`config.mk`:
```
export PLATFORM = sky130hd
export DESIGN_NAME = pdm_dac_mc
export DESIGN_NICKNAME = d
export VERILOG_FILES = /design/src/rtl/pdm_dac_mc.sv
export SDC_FILE = /design/constraint.sdc
export NUM_CORES = 1
export LEC_CHECK = 0
export CAP_MARGIN = 25
export CORE_ASPECT_RATIO = 1.5
export CORE_MARGIN = 2
export CORE_UTILIZATION = 60
export CTS_BUF_LIST = sky130_fd_sc_hd__clkbuf_8
export CTS_CLUSTER_DIAMETER = 30
export DETAILED_ROUTE_END_ITERATION = 16
export DONT_BUFFER_PORTS = 1
export GPL_TIMING_DRIVEN = 0
export PLACE_DENSITY = 0.75
export RECOVER_POWER = 50
export SLEW_MARGIN = 20
export SYNTH_ARGS = -nofsm -noshare
export SYNTH_HDL_FRONTEND = slang
export SYNTH_SLANG_ARGS = --single-unit
```
`constraint.sdc`:
```
create_clock -name clk -period 8.9 [get_ports clk]
set_clock_uncertainty 0.15 [all_clocks]
set_input_delay 1.78 -clock clk [delete_from_list [all_inputs] [get_ports clk]]
set_output_delay 1.78 -clock clk [all_outputs]
set_load 0.03 [all_outputs]
```
`src/rtl/pdm_dac_mc.sv`:
```
// Multi-channel PDM DAC: valid/ready frame input into a shadow register, frame-strobed
// transfer to the active register, and one 1st/2nd-order delta-sigma modulator per channel.
module pdm_dac_mc #(
    parameter int CHANNELS    = 2,
    parameter int INPUT_WIDTH = 16,
    parameter int INT_GUARD   = 4
) (
    input  logic                            clk,
    input  logic                            rst,
    input  logic                            ce,
    input  logic                            frame,
    input  logic                            s_valid,
    output logic                            s_ready,
    input  logic [CHANNELS*INPUT_WIDTH-1:0] s_data,
    input  logic                            order2,
    input  logic                            mute,
    input  logic                            clip_clr,
    output logic [CHANNELS-1:0]             dac_out,
    output logic [CHANNELS-1:0]             clip,
    output logic                            underrun
);
    localparam int W  = INPUT_WIDTH;
    localparam int IW = INPUT_WIDTH + INT_GUARD;
    localparam int SW = IW + 2;   // wide enough that unclamped sums never wrap

    localparam logic signed [SW-1:0] FB_POS  = SW'(2 ** (W - 1));
    localparam logic signed [SW-1:0] FB_NEG  = -FB_POS;
    localparam logic signed [SW-1:0] SAT_MAX = SW'(2 ** (IW - 2) - 1);
    localparam logic signed [SW-1:0] SAT_MIN = ~SAT_MAX;
    localparam logic signed [IW-1:0] I_MAX   = SAT_MAX[IW-1:0];
    localparam logic signed [IW-1:0] I_MIN   = ~I_MAX;

    logic [CHANNELS*W-1:0] shadow;
    logic [CHANNELS*W-1:0] active;
    logic                  shadow_full;
    logic                  order_q;
    logic                  order_chg;
    logic                  underrun_set;

    assign s_ready      = !shadow_full;
    assign order_chg    = order_q != order2;
    assign underrun_set = frame && !shadow_full;

    // accept and transfer are mutually exclusive: one needs the shadow empty, the other full
    always_ff @(posedge clk or negedge rst) begin
        if (!rst) begin
            shadow      <= '0;
            active      <= '0;
            shadow_full <= 1'b0;
            order_q     <= 1'b0;
            underrun    <= 1'b0;
        end else begin
            order_q <= order2;
            if (s_valid && s_ready) begin
                shadow      <= s_data;
                shadow_full <= 1'b1;
            end else if (frame && shadow_full) begin
                active      <= shadow;
                shadow_full <= 1'b0;
            end
            if (underrun_set) begin
                underrun <= 1'b1;
            end else if (clip_clr) begin
                underrun <= 1'b0;
            end
        end
    end

    for (genvar k = 0; k < CHANNELS; k++) begin : g_ch
        logic signed [IW-1:0] i1_q;
        logic signed [IW-1:0] i2_q;
        logic                 dac_q;
        logic                 clip_q;
        logic [W-1:0]         x_raw;
        logic signed [SW-1:0] x_ext;
        logic signed [SW-1:0] fb;
        logic signed [SW-1:0] sum1;
        logic signed [SW-1:0] sum2;
        logic signed [IW-1:0] i1n;
        logic signed [IW-1:0] i2n;
        logic                 clamp1;
        logic                 clamp2;
        logic                 dac_n;
        logic                 clip_set;

        assign x_raw = active[k*W +: W];

        always_comb begin
            x_ext  = mute ? '0 : {{(SW-W){x_raw[W-1]}}, x_raw};
            fb     = dac_q ? FB_POS : FB_NEG;
            sum1   = {{(SW-IW){i1_q[IW-1]}}, i1_q} + x_ext - fb;
            clamp1 = 1'b0;
            i1n    = sum1[IW-1:0];
            if (sum1 > SAT_MAX) begin
                i1n    = I_MAX;
                clamp1 = 1'b1;
            end else if (sum1 < SAT_MIN) begin
                i1n    = I_MIN;
                clamp1 = 1'b1;
            end
            sum2   = {{(SW-IW){i2_q[IW-1]}}, i2_q} + {{(SW-IW){i1n[IW-1]}}, i1n} - fb;
            clamp2 = 1'b0;
            i2n    = sum2[IW-1:0];
            if (sum2 > SAT_MAX) begin
                i2n    = I_MAX;
                clamp2 = 1'b1;
            end else if (sum2 < SAT_MIN) begin
                i2n    = I_MIN;
                clamp2 = 1'b1;
            end
            dac_n    = order_q ? !i2n[IW-1] : !i1n[IW-1];
            clip_set = ce && !order_chg && (clamp1 || (order_q && clamp2));
        end

        // an order change restarts the loop from zero whether or not ce is high
        always_ff @(posedge clk or negedge rst) begin
            if (!rst) begin
                i1_q   <= '0;
                i2_q   <= '0;
                dac_q  <= 1'b0;
                clip_q <= 1'b0;
            end else begin
                if (order_chg) begin
                    i1_q  <= '0;
                    i2_q  <= '0;
                    dac_q <= 1'b0;
                end else if (ce) begin
                    i1_q  <= i1n;
                    i2_q  <= order_q ? i2n : '0;
                    dac_q <= dac_n;
                end
                if (clip_set) begin
                    clip_q <= 1'b1;
                end else if (clip_clr) begin
                    clip_q <= 1'b0;
                end
            end
        end

        assign dac_out[k] = dac_q;
        assign clip[k]    = clip_q;
    end
endmodule

```
# Yosys cells after proc, flatten, opt, wreduce, memory -nomap -nowiden
# Index checks and enable logic that the tools add are counted.
[totals] regBits=151 output_inout_bits=6 elab_cells=95
[op_classes] n_addsub=8 n_lt_le_gt_ge=8 eq_ne=1 n_mux=42 n_bitwise=1 n_reduce_logical=22
[ops] op="two-way mux 20 bit" n=18
[ops] op="greater-than comparator 22 x 19 -> 1 bit (second input constant)" n=4
[ops] op="< comparator 22 x 19 -> 1 bit (second input constant)" n=4
[ops] op="two-way mux 22 bit" n=4
[ops] op="subtractor 22 bit" n=4
[ops] op="adder 22 bit" n=2
[ops] op="adder 20 x 20 -> 21 bit" n=2
[ops] op="two-way mux 1 bit" n=20
[ops] op="nonzero test 2 bit" n=5
[ops] op="logical AND 1 bit" n=8
[ops] op="logical NOT 1 bit" n=6
[ops] op="logical OR 1 bit" n=2
[ops] op="AND reduction 2 bit" n=1
[ops] op="!= test 1 bit" n=1
[ops] op="inverter 1 bit" n=1

# Logic depth before layout (Yosys ltp)
[depth] ltp_word=15 ltp_mapped=39 depth_no_buf=36

# Least setup slack after synthesis
# OpenSTA, ideal clock, no wires.
[synth_timing] path_kind="input to register" start="in mute" end="reg g_ch[1].i2_q[10]" setup_time_ns=0.066 t_arrival_ns=8.644 t_required_ns=8.684 path_slack_ns=0.039 cell_stages=38 path_buffers=4 cell_sequence="clkbuf_1 -> nand2b_1 -> ha_1 -> inv_1 -> ha_1 -> nor2b_1 -> o31a_1 -> a31oi_2 -> a211oi_2 -> o41a_1 -> xor2_1 -> nor3_1 -> or2_1 -> buf_2 -> buf_2 -> a21oi_1 -> fa_1 -> a21o_1 -> (+2 left out) -> o31ai_1 -> nor2_1 -> o31ai_1 -> a311oi_1 -> a21oi_1 -> xnor2_1 -> inv_1 -> fa_1 -> nor2b_1 -> o21ai_0 -> nand2b_1 -> a21oi_1 -> nand3_1 -> o21ai_0 -> a31oi_1 -> and2b_1 -> buf_2 -> a221o_1"
[synth_between] elab_chain_len=14 word_cells_on_any_way=16
[synth_lines] item="from (decl)" line="16" text="input logic mute,"
[synth_lines] item="two-way mux 22 bit *" line="89" text="x_ext = mute ? '0 : {{(SW-W){x_raw[W-1]}}, x_raw};"
[synth_lines] item="adder 22 bit *" line="91" text="sum1 = {{(SW-IW){i1_q[IW-1]}}, i1_q} + x_ext - fb;"
[synth_lines] item="subtractor 22 bit *" line="91"
[synth_lines] item="< comparator 22 x 19 -> 1 bit" line="97" text="end else if (sum1 < SAT_MIN) begin"
[synth_lines] item="two-way mux 20 bit" line="97"
[synth_lines] item="two-way mux 20 bit *" line="94" text="if (sum1 > SAT_MAX) begin"
[synth_lines] item="adder 20 x 20 -> 21 bit *" line="101" text="sum2 = {{(SW-IW){i2_q[IW-1]}}, i2_q} + {{(SW-IW){i1n[IW-1]}}, i1n} - fb;"
[synth_lines] item="subtractor 22 bit *" line="101"
[synth_lines] item="< comparator 22 x 19 -> 1 bit" line="107" text="end else if (sum2 < SAT_MIN) begin"
[synth_lines] item="two-way mux 20 bit" line="107"
[synth_lines] item="two-way mux 20 bit *" line="104" text="if (sum2 > SAT_MAX) begin"
[synth_lines] item="two-way mux 20 bit *" line="129" text="i2_q <= order_q ? i2n : '0;"
[synth_lines] item="two-way mux 20 bit *" line="127" text="end else if (ce) begin"
[synth_lines] item="two-way mux 20 bit *" line="123" text="if (order_chg) begin"
[synth_lines] item="to (signal assigned)" line="129"
[synth_lines] item="to (decl)" line="71" text="logic signed [IW-1:0] i2_q;"
# Every way passes the cells marked *; elsewhere a longest branch is shown, timed or not. The select of a mux whose other input is x is not followed.
# A chain may end at the register's enable or synchronous reset.

# Final worst setup path
[layout_timing] start="in mute" end="reg g_ch[0].i2_q[1]"
[layout_between] elab_chain_len=14 word_cells_on_any_way=16
[layout_lines] item="two-way mux 22 bit *" line="89"
[layout_lines] item="adder 22 bit *" line="91"
[layout_lines] item="subtractor 22 bit *" line="91"
[layout_lines] item="< comparator 22 x 19 -> 1 bit" line="97"
[layout_lines] item="two-way mux 20 bit" line="97"
[layout_lines] item="two-way mux 20 bit *" line="94"
[layout_lines] item="adder 20 x 20 -> 21 bit *" line="101"
[layout_lines] item="subtractor 22 bit *" line="101"
[layout_lines] item="< comparator 22 x 19 -> 1 bit" line="107"
[layout_lines] item="two-way mux 20 bit" line="107"
[layout_lines] item="two-way mux 20 bit *" line="104"
[layout_lines] item="two-way mux 20 bit *" line="129"
[layout_lines] item="two-way mux 20 bit *" line="127"
[layout_lines] item="two-way mux 20 bit *" line="123"
[layout_lines] item="to (signal assigned)" line="129"
[layout_lines] item="to (decl)" line="71"
# Marked as above.

==> qor.csv <==
metric,value,unit
status,finished clean,
cp.required,9.13,ns
synth_nets,1373,
grt_usage,0.278,
antenna_found_initial,0,
dieWidth,116,um
first_global_vias,9318,
via_per_inst,6.03,
finalSetupTns,0,ns
synth_cell_types,77,
rr_endpoint,g_ch[0].i2_q[1],
initial_utilization,0.614,
dp.cells,1447,
fin_nets,1414,
seq_area_frac_synth,0.332,
whs,0.341,ns
syn_avg_cell_area,9.52,um^2
synth_xor_area_frac,0.0600,
antenna_cells,0,
path_class,input port to flip-flop,
crit_slowest_cell,fa_1,
syn_to_final_growth,11.4,%
rows,61,
fmax,116,MHz
synthArstFlopShare,1.00,
syn_area,11400,um^2
fin_cells,1501,
htree_num_levels,4,
worstPathArrival,8.87,ns
min-delay-start,g_ch[1].i2_q[18],
holdBufCountCts,0,
synth_edf_count,0,
drc,0,
cap_violations,0,
worstMarginPinSlew,0.681,ns
maxSlewViolCount,0,
clock_path_buffers,2,
yosysMostFrequentCell,dfrtp_1,
cp-end-kind,flip-flop,
max_stage_delay,0.43,ns
start_kind,input port,
cpMostUsedCell,nor2_1,
grt_pass1_wl,43900,um
final_hold_viol_count,0,
synth-compound-area-share,0.198,
period_share,0.971,
ios,46,
yosysTopAreaCell,dfrtp_1,
synthSimpleGateAreaFrac,0.126,
drt-total-wl,26700,um
synthMuxAreaShare,0.0651,
synth_ff_type,dfrtp_1,
slew_headroom,0.546,
route.vias.total,9044,
numClockSinks,151,
ys_ff_latch,151,
postSynthCellCount,1195,
core,18500,um^2
clk_latency,0.49,ns
synth_top_family_by_area,compound AO/OA/AOI/OAI gates,
die_h,173,um
multi_input_area,7270,um^2
worstPathMaxFanout,10,
dieArea,20100,um^2
reg2reg_depth,33,
globalRouteOverflowTotal,0,
r2r_start,g_ch[0].dac_q,
hold_path_depth,1,
initialDrtViolationCount,400,
layout-drive-gt1-share,0.182,
min_path_type,flip-flop to flip-flop,
final-seq-area,3780,um^2
fill_cells,1480,
numPortBuffers,0,
clk_root_buffer_cell,clkbuf_8,
final_util,0.683,
yosysWarnings,0,
fin_crit,8.65,ns
ys_top_cells_by_count,"dfrtp_1, ha_1, inv_1",
synth_top_area_share,0.332,
grt_start_max_net_pins,152,
routedWlPerCell,17.8,um
reg2reg_slack,1.01,ns
dr.pass1.iters,6,
synth_adder_area_share,0.160,
synthTopCellsByArea,"dfrtp_1, ha_1, mux2_2, inv_1, xnor2_1",
gp_congestion,0.934,
hpwl,19800,um
setup_viol,0,
clk_pin_slew,0.09,ns
hold_end,g_ch[1].i2_q[18],
ant_nets,0,
tritoncts,yes,
numCtsBuffers,17,
## state kept, by name, indices dropped and copies added (netlist names)
name         count
active          32
g_ch.clip_q      2
g_ch.dac_q       2
g_ch.i1_q       40
g_ch.i2_q       40
order_q          1
shadow          32
shadow_full      1
underrun         1
## layout by cell type, fill, tap and decap left out, drive strengths merged, types with 25 or more instances in the layout
cell type	count
a21o	25
a21oi	68
a221o	34
buf	45
clkbuf	39
dfrtp	151
ha	126
inv	128
mux2	64
nand2	71
nand2b	50
nor2	65
nor3	32
o21ai	65
xnor2	49
xor2	29
## stage by stage
step           setup WS (ns)  cell area (um^2)
2_1_floorplan         0.0393             11400
3_3_place_gp           -1.43             11700
3_5_place_dp           -1.50             11700
4_1_cts             0.000324             12400
5_1_grt              -0.0596             12700
6_report               0.254             12700
## cells by family (layout without fill, tap and decap cells)
family / after synthesis / count (layout)
compound gates: 307 / 307
xor+xnor: 78 / 78
fa+ha+maj: 138 / 138
buf+inv: 167 / 221
flops: 151 / 151
mux: 66 / 66
simple gates: 288 / 288
## critical path: cells and delay by family
kind,cells,cell delay [ns]
adder cells (fa/ha/maj),4,1.35
AO/OA/AOI/OAI,12,2.94
multiplexers,1,0.23
XOR/XNOR,3,0.55
buffers and inverters,2,0.34
AND/OR/NAND/NOR,11,1.68
## cell type report
type	count	share of cell area
Multi-Input combinational cell	877	0.573
Tap cell	252	0.0249
Clock buffer	17	0.0185
Inverter	122	0.0361
Buffer	45	0.0205
Clock inverter	15	0.0155
Timing Repair Buffer	22	0.0130
Sequential cell	151	0.298
## routing by layer
layer,part of all wire,up-vias,track usage,wire (um)
met2,0.55,184,0.509,14600
met3,0.028,78,0.0463,740
li1,-,4335,-,-
met4,0.055,0,0.147,1460
met5,0,-,0,0
met1,0.37,4447,0.294,9940
## timing repair
item | CTS | global route
setup endpoints to repair | 42 | 42
setup buffers | 10 | 12
gates resized for setup | 37 | 66
pin swaps | 12 | 31
## how the worst max path moves through the flow
stage,start,end,slack [ns],cells after the start
6_report,mute,g_ch[0].i2_q[1],0.25,33
5_1_grt,mute,g_ch[0].i2_q[0],-0.06,36
4_1_cts,mute,g_ch[0].i2_q[1],0.0003,37
3_5_place_dp,mute,g_ch[1].i2_q[15],-1.50,38
3_3_place_gp,mute,g_ch[1].i2_q[7],-1.43,38
2_1_floorplan,mute,g_ch[1].i2_q[10],0.04,38
Power is not shown: default switching activity piles up to over one toggle a cycle in this logic, so the estimate is an artifact.
